## src/rtl/compact_queue_if.sv

```systemverilog
// compact_queue_if: handshake/data bundle for compact_queue.
//   push_valid/push_data : per-lane push request and payload (master -> slave)
//   pop                  : per-entry removal mask, bit i targets data[i] (master -> slave)
//   push_ready           : room for a full set of PushWidth lanes (slave -> master)
//   size/data/valid      : occupancy, entries (oldest at 0), thermometer mask (slave -> master)
//   empty/full           : size == 0 / size == Size (slave -> master)
interface compact_queue_if #(
  parameter int  Size      = 4,
  parameter type T         = bit [3:0],
  parameter int  PushWidth = 2
);
  localparam int SW = $clog2(Size + 1);

  logic [PushWidth-1:0] push_valid;
  T                     push_data [PushWidth];
  logic                 push_ready;
  logic [Size-1:0]      pop;
  logic [SW-1:0]        size;
  T                     data [Size];
  logic [Size-1:0]      valid;
  logic                 empty;
  logic                 full;

  modport master (
    output push_valid, push_data, pop,
    input  push_ready, size, data, valid, empty, full
  );

  modport slave (
    input  push_valid, push_data, pop,
    output push_ready, size, data, valid, empty, full
  );
endinterface

```

## src/rtl/compact_queue.sv

```systemverilog
// compact_queue: small register-based queue with arbitrary per-entry removal.
// Each cycle the surviving entries (valid and not popped) slide down toward
// index 0 in order, then accepted push lanes are appended behind them.
//   clk   : clock, rising edge
//   rst_n : asynchronous active-low reset, clears size and all entries
//   q     : compact_queue_if slave modport (push lanes, pop mask, state outputs)
module compact_queue #(
  parameter int  Size      = 4,
  parameter type T         = bit [3:0],
  parameter int  PushWidth = 2
) (
  input  logic          clk,
  input  logic          rst_n,
  compact_queue_if.slave q
);
  localparam int SW = $clog2(Size + 1);
  localparam int IW = (Size > 1) ? $clog2(Size) : 1;

  logic [SW-1:0] size_q, size_d;
  T              data_q [Size];
  T              data_d [Size];
  logic [Size-1:0] valid;
  logic            push_ready;

  // Flags depend on registered size only, so a same-cycle pop never
  // makes room for a push.
  assign push_ready = (SW'(Size) - size_q) >= SW'(PushWidth);

  always_comb begin
    for (int i = 0; i < Size; i++) valid[i] = SW'(i) < size_q;
  end

  // Running prefix count of survivors gives each survivor its destination
  // slot; push lanes continue the same count so they land with no gaps.
  // Slots past the final count keep the zero default.
  always_comb begin
    logic [SW-1:0] cnt;
    cnt = '0;
    for (int i = 0; i < Size; i++) data_d[i] = '0;
    for (int i = 0; i < Size; i++) begin
      if (valid[i] && !q.pop[i]) begin
        if (cnt < SW'(Size)) data_d[cnt[IW-1:0]] = data_q[i];
        cnt = cnt + SW'(1);
      end
    end
    if (push_ready) begin
      for (int l = 0; l < PushWidth; l++) begin
        if (q.push_valid[l]) begin
          if (cnt < SW'(Size)) data_d[cnt[IW-1:0]] = q.push_data[l];
          cnt = cnt + SW'(1);
        end
      end
    end
    size_d = cnt;
  end

  always_ff @(posedge clk or negedge rst_n) begin
    if (!rst_n) begin
      size_q <= '0;
      for (int i = 0; i < Size; i++) data_q[i] <= '0;
    end else begin
      size_q <= size_d;
      for (int i = 0; i < Size; i++) data_q[i] <= data_d[i];
    end
  end

  assign q.size       = size_q;
  assign q.data       = data_q;
  assign q.valid      = valid;
  assign q.push_ready = push_ready;
  assign q.empty      = (size_q == '0);
  assign q.full       = (size_q == SW'(Size));
endmodule
```

## src/flat_wrapper.sv

```systemverilog
// flat-port wrapper written by rule: the top's interface ports become plain ports
module compact_queue_flat 
#(
  parameter int  Size      = 4,
  parameter type T         = bit [3:0],
  parameter int  PushWidth = 2
)
  (clk, rst_n, q_push_valid, q_push_data, q_pop, q_push_ready, q_size, q_data, q_valid, q_empty, q_full);
  compact_queue_if #(.Size(Size), .T(T), .PushWidth(PushWidth)) q_i ();
  input  logic clk;
  input  logic rst_n;
  input wire logic [$bits(q_i.push_valid)-1:0] q_push_valid;
  input wire logic [$bits(q_i.push_data)-1:0] q_push_data;
  input wire logic [$bits(q_i.pop)-1:0] q_pop;
  output wire logic [$bits(q_i.push_ready)-1:0] q_push_ready;
  output wire logic [$bits(q_i.size)-1:0] q_size;
  output wire logic [$bits(q_i.data)-1:0] q_data;
  output wire logic [$bits(q_i.valid)-1:0] q_valid;
  output wire logic [$bits(q_i.empty)-1:0] q_empty;
  output wire logic [$bits(q_i.full)-1:0] q_full;
  assign q_i.push_valid = q_push_valid;
  assign q_i.push_data = {>>{q_push_data}};
  assign q_i.pop = q_pop;
  assign q_push_ready = q_i.push_ready;
  assign q_size = q_i.size;
  assign q_data = {>>{q_i.data}};
  assign q_valid = q_i.valid;
  assign q_empty = q_i.empty;
  assign q_full = q_i.full;
  compact_queue #(.Size(Size), .T(T), .PushWidth(PushWidth)) u_core (.clk(clk), .rst_n(rst_n), .q(q_i));
endmodule
```

## config.mk

```make
export PLATFORM = sky130hd
export DESIGN_NAME = compact_queue_flat
export DESIGN_NICKNAME = d
export VERILOG_FILES = /design/src/rtl/compact_queue_if.sv /design/src/rtl/compact_queue.sv /design/src/flat_wrapper.sv
export SDC_FILE = /design/constraint.sdc
export NUM_CORES = 1
export LEC_CHECK = 0
export ABC_AREA = 1
export CAP_MARGIN = 20
export CORE_UTILIZATION = 58
export DETAILED_ROUTE_END_ITERATION = 10
export HOLD_SLACK_MARGIN = 0.05
export PLACE_DENSITY = 0.87
export SLEW_MARGIN = 20
export SYNTH_ARGS = -nofsm -noshare
export SYNTH_HDL_FRONTEND = slang
export SYNTH_SLANG_ARGS = --single-unit
```

## constraint.sdc

```tcl
create_clock -name clk -period 6.71 [get_ports clk]
set_clock_uncertainty 0.15 [all_clocks]
set_input_delay 0.671 -clock clk [delete_from_list [all_inputs] [get_ports clk]]
set_output_delay 0.671 -clock clk [all_outputs]
set_load 0.03 [all_outputs]
```

==> results of run 1 <==
-- state kept, by name (all words and copies together), names as in the netlist --
register and count:
u_core.q.data 16, u_core.q.size 3
-- cell usage in the layout, fill, tap and decap left out --
| master | count |
|---|---|
| inv_4 | 1 |
| or2_1 | 3 |
| a22oi_1 | 1 |
| inv_1 | 44 |
| nor2_2 | 2 |
| o21ai_1 | 1 |
| clkdlybuf4s50_1 | 41 |
| inv_2 | 7 |
| clkinv_2 | 1 |
| nor2_1 | 4 |
| xor2_2 | 1 |
| nand4_4 | 3 |
| a21oi_1 | 3 |
| nand2_2 | 8 |
| nand2_8 | 1 |
| nand4_1 | 19 |
| nand2_1 | 150 |
| clkinv_1 | 1 |
| o21ai_0 | 8 |
| nand2_4 | 3 |
| dfrtp_1 | 19 |
| nor3_2 | 1 |
| nand3_1 | 50 |
| o211ai_1 | 2 |
| clkbuf_8 | 3 |
| nand3_2 | 3 |
| o21ai_2 | 1 |
| o22ai_1 | 3 |
| ha_1 | 16 |
| nor3_1 | 1 |
| nand3_4 | 5 |
| nor2_4 | 2 |
| buf_4 | 1 |
| nand3b_1 | 1 |
| o21bai_1 | 1 |
-- worst max-delay path: cells and delay by family --
family / cells / cell delay, ns
AND/OR/NAND/NOR: 10 / 1.26
buffers and inverters: 7 / 1.06
adder cells (fa/ha/maj): 3 / 0.94
AO/OA/AOI/OAI: 1 / 0.10
-- report_power, final --
group	total [mW]	internal, mW	switching (mW)	leakage, nW
Sequential	0.206	0.163	0.0429	0.245
Combinational	1.13	0.382	0.752	1.24
Clock	0.0782	0.0413	0.0369	0.0255
Total	1.42	0.586	0.832	1.52
-- cells in the mapped netlist (all sizes together) --
cell	n	area, um^2
a21oi	3	15.0
a22oi	1	7.51
buf	6	52.6
clkbuf	3	11.3
clkinv	1	3.75
dfrtp	19	475
ha	16	200
inv	52	198
nand2	162	667
nand3	58	368
nand3b	1	7.51
nand4	22	183
nor2	8	50.0
nor3	2	15.0
o211ai	2	15.0
o21ai	10	53.8
o21bai	1	7.51
o22ai	3	18.8
or2	3	18.8
xor2	1	16.3
-- per-stage QoR --
stage | cell area, um^2 | total power [mW] | util, %
6_report | 2840 | 1.42 | 74.9
5_1_grt | 2840 | 1.54 | 74.9
3_5_place_dp | 2800 | 1.32 | 73.6
2_1_floorplan | 2380 | 1.02 | -
4_1_cts | 2840 | 1.40 | 74.9
3_3_place_gp | 2800 | 1.29 | 73.6
-- area by class of cell --
class | count | share of cell area [%]
clock inverters | 1 | 0.176
multi-input cells | 293 | 57.8
inverters | 53 | 7.08
flip-flops and latches | 19 | 16.7
well taps | 48 | 2.11
clock buffers | 3 | 1.45
repair buffers | 42 | 14.7
-- layer usage --
metal | share of wire [%] | wire length [um]
met2 | 47 | 3150
met3 | 6.7 | 449
met1 | 44 | 2920
met4 | 2.7 | 179
met5 | 0 | 0
-- cell families (layout without fill, tap and decap cells) --
| kind of cell | count (synthesis) | after routing |
|---|---|---|
| AO/OA/AOI/OAI | 20 | 20 |
| XOR/XNOR | 1 | 1 |
| adder cells (fa/ha/maj) | 16 | 16 |
| buffers and inverters | 62 | 99 |
| flip-flops | 19 | 19 |
| AND/OR/NAND/NOR | 256 | 256 |
-- how the worst max path moves through the flow --
stage	startpoint	endpoint	slack (ns)	cells after the start
2_1_floorplan	u_core.q.size[2]	u_core.q.data[7]	3.04	21
3_3_place_gp	q_pop[0]	u_core.q.data[0]	2.59	21
3_5_place_dp	q_pop[0]	u_core.q.data[0]	2.47	21
4_1_cts	q_pop[0]	u_core.q.data[0]	2.73	21
5_1_grt	q_pop[0]	u_core.q.data[5]	2.42	21
6_report	q_pop[0]	u_core.q.data[2]	2.67	21
==> run_results.csv, run 1 <==
group,metric,value,unit
setup_path,cpPeakStageDelay,0.45,ns
sta,clock.fmax,248,MHz
grt,met1_usage,43.0,%
setup_path,cp_cell_sequence,"clkdlybuf4s50_1 > inv_1 > nand2_1 > inv_1 > ha_1 > inv_2 > nand3_1 > nand2_2 > nand3_2 > nand2_2 > inv_1 > ha_1 > nand2_1 > o21ai_2 > inv_2 > ha_1 > nand4_4 > inv_2 > nand2_1 > nand3_1 > nand2_1",
floorplanning,die-area,0.00437,mm^2
sta,fin_crit_sh,60.2,%
finish,antenna_cells,0,
drt,wl,6690,um
grt,busiest_layer,"met2",
setup_path,path_max_fanout,11,
placed_design,gp_congestion,0.952,
clock_tree,hold_buffers,0,
sta,tightestPinTransition,0.799,ns
grt,grt_max_degree,21,
finish,instances_no_fill,459,
grt,grt-ovfl-total,0,
placed_design,placed_cells,455,
sta,report.final.hold_viol_count,0,
setup_path,cp.required,6.71,ns
sta,worst_slack,2.67,ns
drt,wire_per_inst,14.6,um
grt,grt_use_total,32.5,%
sta,period_needed,4.04,ns
yosys,synth_area,0.00238,mm^2
setup_path,r2r_slack,2.70,ns
yosys,synth.area.mux_share,0,%
power_and_ir_drop,power_leakage,1.52,nW
sta,rsz0062_at_grt,"false",
drt,initialDrtViolationCount,184,
power_and_ir_drop,powerDensity,498,mW/mm^2
power_and_ir_drop,irDropWorstVdd,306,uV
drt,vias,2621,
yosys,synth_top_family_by_area,"simple AND/OR/NAND/NOR gates",
sta,setup_violations,0,
yosys,ys_ff_latch,19,
setup_path,worstRegToRegCells,21,
yosys,synth_fp_nets,406,
yosys,synthAdderAreaFrac,8.40,%
flow_run,maxCapViolations,0,
setup_path,slowest_stage,"clkdlybuf4s50_1",
finish,multi_input_area,0.00164,mm^2
setup_path,crit_arrival,4.04,ns
yosys,synth_simple_gate_area_share,54.9,%
yosys,synth_compound_area_share,4.93,%
yosys,synthDistinctLibCells,37,
min_path,min_from,"u_core.q.data[3]",
clock_tree,cts_root_buf,"clkbuf_8",
yosys,yosys_warnings,0,
clock_tree,numCtsBuffers,3,
clock_tree,cts_sinks,19,
grt,grtUsageMet3,1.90,%
sta,slew_violations,0,
drt,drtPass1Iterations,5,
min_path,worstHoldEndpoint,"u_core.q.data[11]",
clock_tree,h-tree-depth,1,
grt,antenna_found_initial,0,
finish,regArea,475,um^2
clock_tree,clock_latency,0.26,ns
min_path,hp-class,"reg2reg",
grt,grt_pass1_vias,2333,
sta,slew_headroom,46.6,%
floorplanning,die_h,66.1,um
finish,nFillCells,320,
yosys,syn_inst,374,
grt,grt_pass1_wl,10700,um
drt,drc,0,
finish,nets,444,
clock_tree,cts_buffer_depth,2,
clock_tree,cts_tree,"built",
grt,grt_use_met2,54.7,%
finish,area_delta_synth_final,19.3,%
yosys,synth_xor_area_share,0.682,%
yosys,syn_area_per_cell,6.37,um^2
finish,drive_gt1_share,10.5,%
clock_tree,ctsResizeCount,0,
setup_path,path_class,"in2reg",
min_path,whs_path_depth,4,
clock_tree,cts_setup_buffers,0,
setup_path,path_common_cell,"nand2_1",
drt,ant_nets,0,
placed_design,place.port_buffers,41,
placed_design,place_hpwl,5330,um
floorplanning,start_util,62.7,%
drt,routed_via_density,5.71,
floorplanning,ios,42,
sta,worst_hold_slack,0.566,ns
yosys,synth-seq-area-share,19.9,%
setup_path,crit_path_end_kind,"flop",
outcome,status,"complete, no violations",
sta,tns,0,ns
clock_tree,path_clk_slew,0.07,ns
setup_path,worstReg2RegStart,"u_core.q.size[2]",
setup_path,reg2reg_to,"u_core.q.data[2]",
floorplanning,rows,22,
placed_design,dp_slack,2.47,ns
floorplanning,fp.dieW,66.1,um
floorplanning,core-area,0.00380,mm^2
setup_path,start_kind,"input port",
No activity file was read; power rests on OpenSTA's default activity.
==> inputs of run 2 (changes only) <==
--- a/config.mk
+++ b/config.mk
@@ -7,10 +7,10 @@
 export LEC_CHECK = 0
 export ABC_AREA = 1
 export CAP_MARGIN = 20
-export CORE_UTILIZATION = 58
+export CORE_UTILIZATION = 49
 export DETAILED_ROUTE_END_ITERATION = 10
 export HOLD_SLACK_MARGIN = 0.05
-export PLACE_DENSITY = 0.87
+export PLACE_DENSITY = 0.78
 export SLEW_MARGIN = 20
 export SYNTH_ARGS = -nofsm -noshare
 export SYNTH_HDL_FRONTEND = slang
==> constraint.sdc (replaced) <==
create_clock -name clk -period 3.35 [get_ports clk]
set_clock_uncertainty 0.15 [all_clocks]
set_input_delay 0.335 -clock clk [delete_from_list [all_inputs] [get_ports clk]]
set_output_delay 0.335 -clock clk [all_outputs]
set_load 0.03 [all_outputs]
==> run_results.csv, run 2 (synthesis gave the netlist of run 1 again) <==
group,metric,value,unit
sta,tightestPinTransition,0.839,ns
finish,final_common_cell,"nand2_1",
min_path,hp-class,"in2async",
clock_tree,cts_buffer_depth,2,
setup_path,path_class,"reg2reg",
setup_path,crit_arrival,3.11,ns
sta,report.final.hold_viol_count,0,
finish,nFillCells,430,
outcome,status,"complete, no violations",
power_and_ir_drop,combinationalPowerShare,81.1,%
floorplanning,die-area,0.00515,mm^2
power_and_ir_drop,power_leakage,1.59,nW
grt,grt_pass1_vias,2394,
clock_tree,cts_sinks,19,
setup_path,cp.required,3.35,ns
drt,drc,0,
drt,wire_per_inst,14.2,um
sta,setup_violations,0,
clock_tree,path_clk_slew,0.08,ns
placed_design,place.port_buffers,41,
placed_design,placed_cells,477,
floorplanning,rows,25,
finish,largest_reg_flops,16,
grt,grt-ovfl-total,0,
finish,nets,460,
sta,fin_crit_sh,92.8,%
finish,drive_gt1_share,15.7,%
placed_design,placed_area,0.00294,mm^2
power_and_ir_drop,clkPwrFrac,5.4,%
drt,routed_via_density,5.44,
sta,slew_violations,0,
sta,clock.fmax,322,MHz
setup_path,path_max_fanout,6,
clock_tree,hold_buffers,0,
floorplanning,fp.dieW,71.7,um
power_and_ir_drop,swShare,56.6,%
finish,final_cell_mix,"nand2_1, nand3_1, inv_1",
floorplanning,die_h,71.7,um
sta,period_needed,3.11,ns
clock_tree,cts_setup_buffers,0,
sta,rsz0062_at_grt,"false",
clock_tree,cts_root_buf,"clkbuf_8",
power_and_ir_drop,netSwitchingPower,1.71,mW
drt,vias,2617,
finish,instances_no_fill,481,
setup_path,crit_path_end_kind,"flop",
drt,wl,6830,um
power_and_ir_drop,powerDensity,1010,mW/mm^2
clock_tree,numCtsBuffers,3,
clock_tree,h-tree-depth,1,
drt,drtPass1Iterations,5,
power_and_ir_drop,power.internal,1.31,mW
finish,antenna_cells,0,
flow_run,maxCapViolations,0,
floorplanning,ios,42,
placed_design,gp_congestion,1.07,
sta,tns,0,ns
finish,area_delta_synth_final,26.2,%
clock_tree,ctsResizeCount,0,
grt,antenna_found_initial,0,
setup_path,start_kind,"flop",
clock_tree,clock_latency,0.26,ns
floorplanning,start_util,50.8,%
power_and_ir_drop,seqPwrFrac,13.5,%
placed_design,place_hpwl,5600,um
sta,worst_hold_slack,0.398,ns
sta,slew_headroom,43.9,%
grt,grt_pass1_wl,11600,um
drt,initialDrtViolationCount,334,
drt,ant_nets,0,
finish,finalInstanceArea,0.00301,mm^2
grt,grt_use_total,28.2,%
power_and_ir_drop,irDropWorstVdd,959,uV
grt,grt_max_degree,20,
clock_tree,cts_tree,"built",
floorplanning,core-area,0.00469,mm^2
-- run 2: through the flow --
| step | total power [mW] | util (%) | setup slack (ns) |
|---|---|---|---|
| floorplan | 2.05 | - | 0.0488 |
| global placement | 2.77 | 62.7 | 0.0520 |
| detailed placement | 2.81 | 62.7 | 0.00415 |
| CTS | 2.98 | 63.7 | 0.0648 |
| global route | 3.31 | 64.1 | 0.00222 |
| finish | 3.03 | 64.1 | 0.240 |
-- run 2: worst paths after layout --
path | cells after the start | slack [ns] | startpoint | endpoint
setup / recovery | 21 | 0.24 | u_core.q.size[2] | u_core.q.data[3]
hold / removal | 1 | 0.40 | rst_n | u_core.q.data[11]
setup reg to reg | 21 | 0.24 | u_core.q.size[2] | u_core.q.data[3]
hold reg to reg | 4 | 0.61 | u_core.q.data[3] | u_core.q.data[11]
max in group asynchronous | 1 | 2.07 | rst_n | u_core.q.size[1]
min in group clk | 4 | 0.61 | u_core.q.data[3] | u_core.q.data[11]
-- run 2: layer usage --
layer	global-route usage, %	up-vias	part of all wire (%)
met1	40.4	1168	46
met5	0	-	0
met2	47.1	127	47
met3	0.703	9	5.8
li1	-	1313	-
met4	6.97	0	1.6
-- run 2: cell type report --
| class | count | area, um^2 | share of cell area, % |
|---|---|---|---|
| Multi-Input combinational cell | 293 | 1680 | 55.8 |
| Timing Repair Buffer | 58 | 538 | 17.9 |
| Sequential cell | 19 | 478 | 15.9 |
| Inverter | 53 | 201 | 6.69 |
| Tap cell | 54 | 67.6 | 2.25 |
| Clock buffer | 3 | 41.3 | 1.37 |
| Clock inverter | 1 | 5.00 | 0.166 |
-- run 2: power by group through the flow --
stage                     Combinational, mW  Clock (mW)  Sequential (mW)
after CTS                              2.42       0.162            0.401
after global placement                 2.37           0            0.407
after global routing                   2.72       0.171            0.418
after detailed placement               2.40           0            0.406
final                                  2.45       0.162            0.408
after floorplan                        1.50           0            0.551
-- run 2: worst max-delay path, stage by stage (launching register included) --
cell and delay (ns):
dfrtp_2 0.42, nor2_4 0.15, nand2_2 0.11, nand2_4 0.07, inv_1 0.07, ha_4 0.32
inv_2 0.04, nand2_1 0.09, nand3_1 0.13, nand2_1 0.11, nand2_2 0.08, inv_1 0.09
ha_1 0.22, nand2_1 0.07, o21ai_2 0.10, inv_2 0.10, ha_1 0.21, nand4_4 0.15
inv_2 0.12, nand2_1 0.05, nand3_1 0.08, nand2_1 0.06
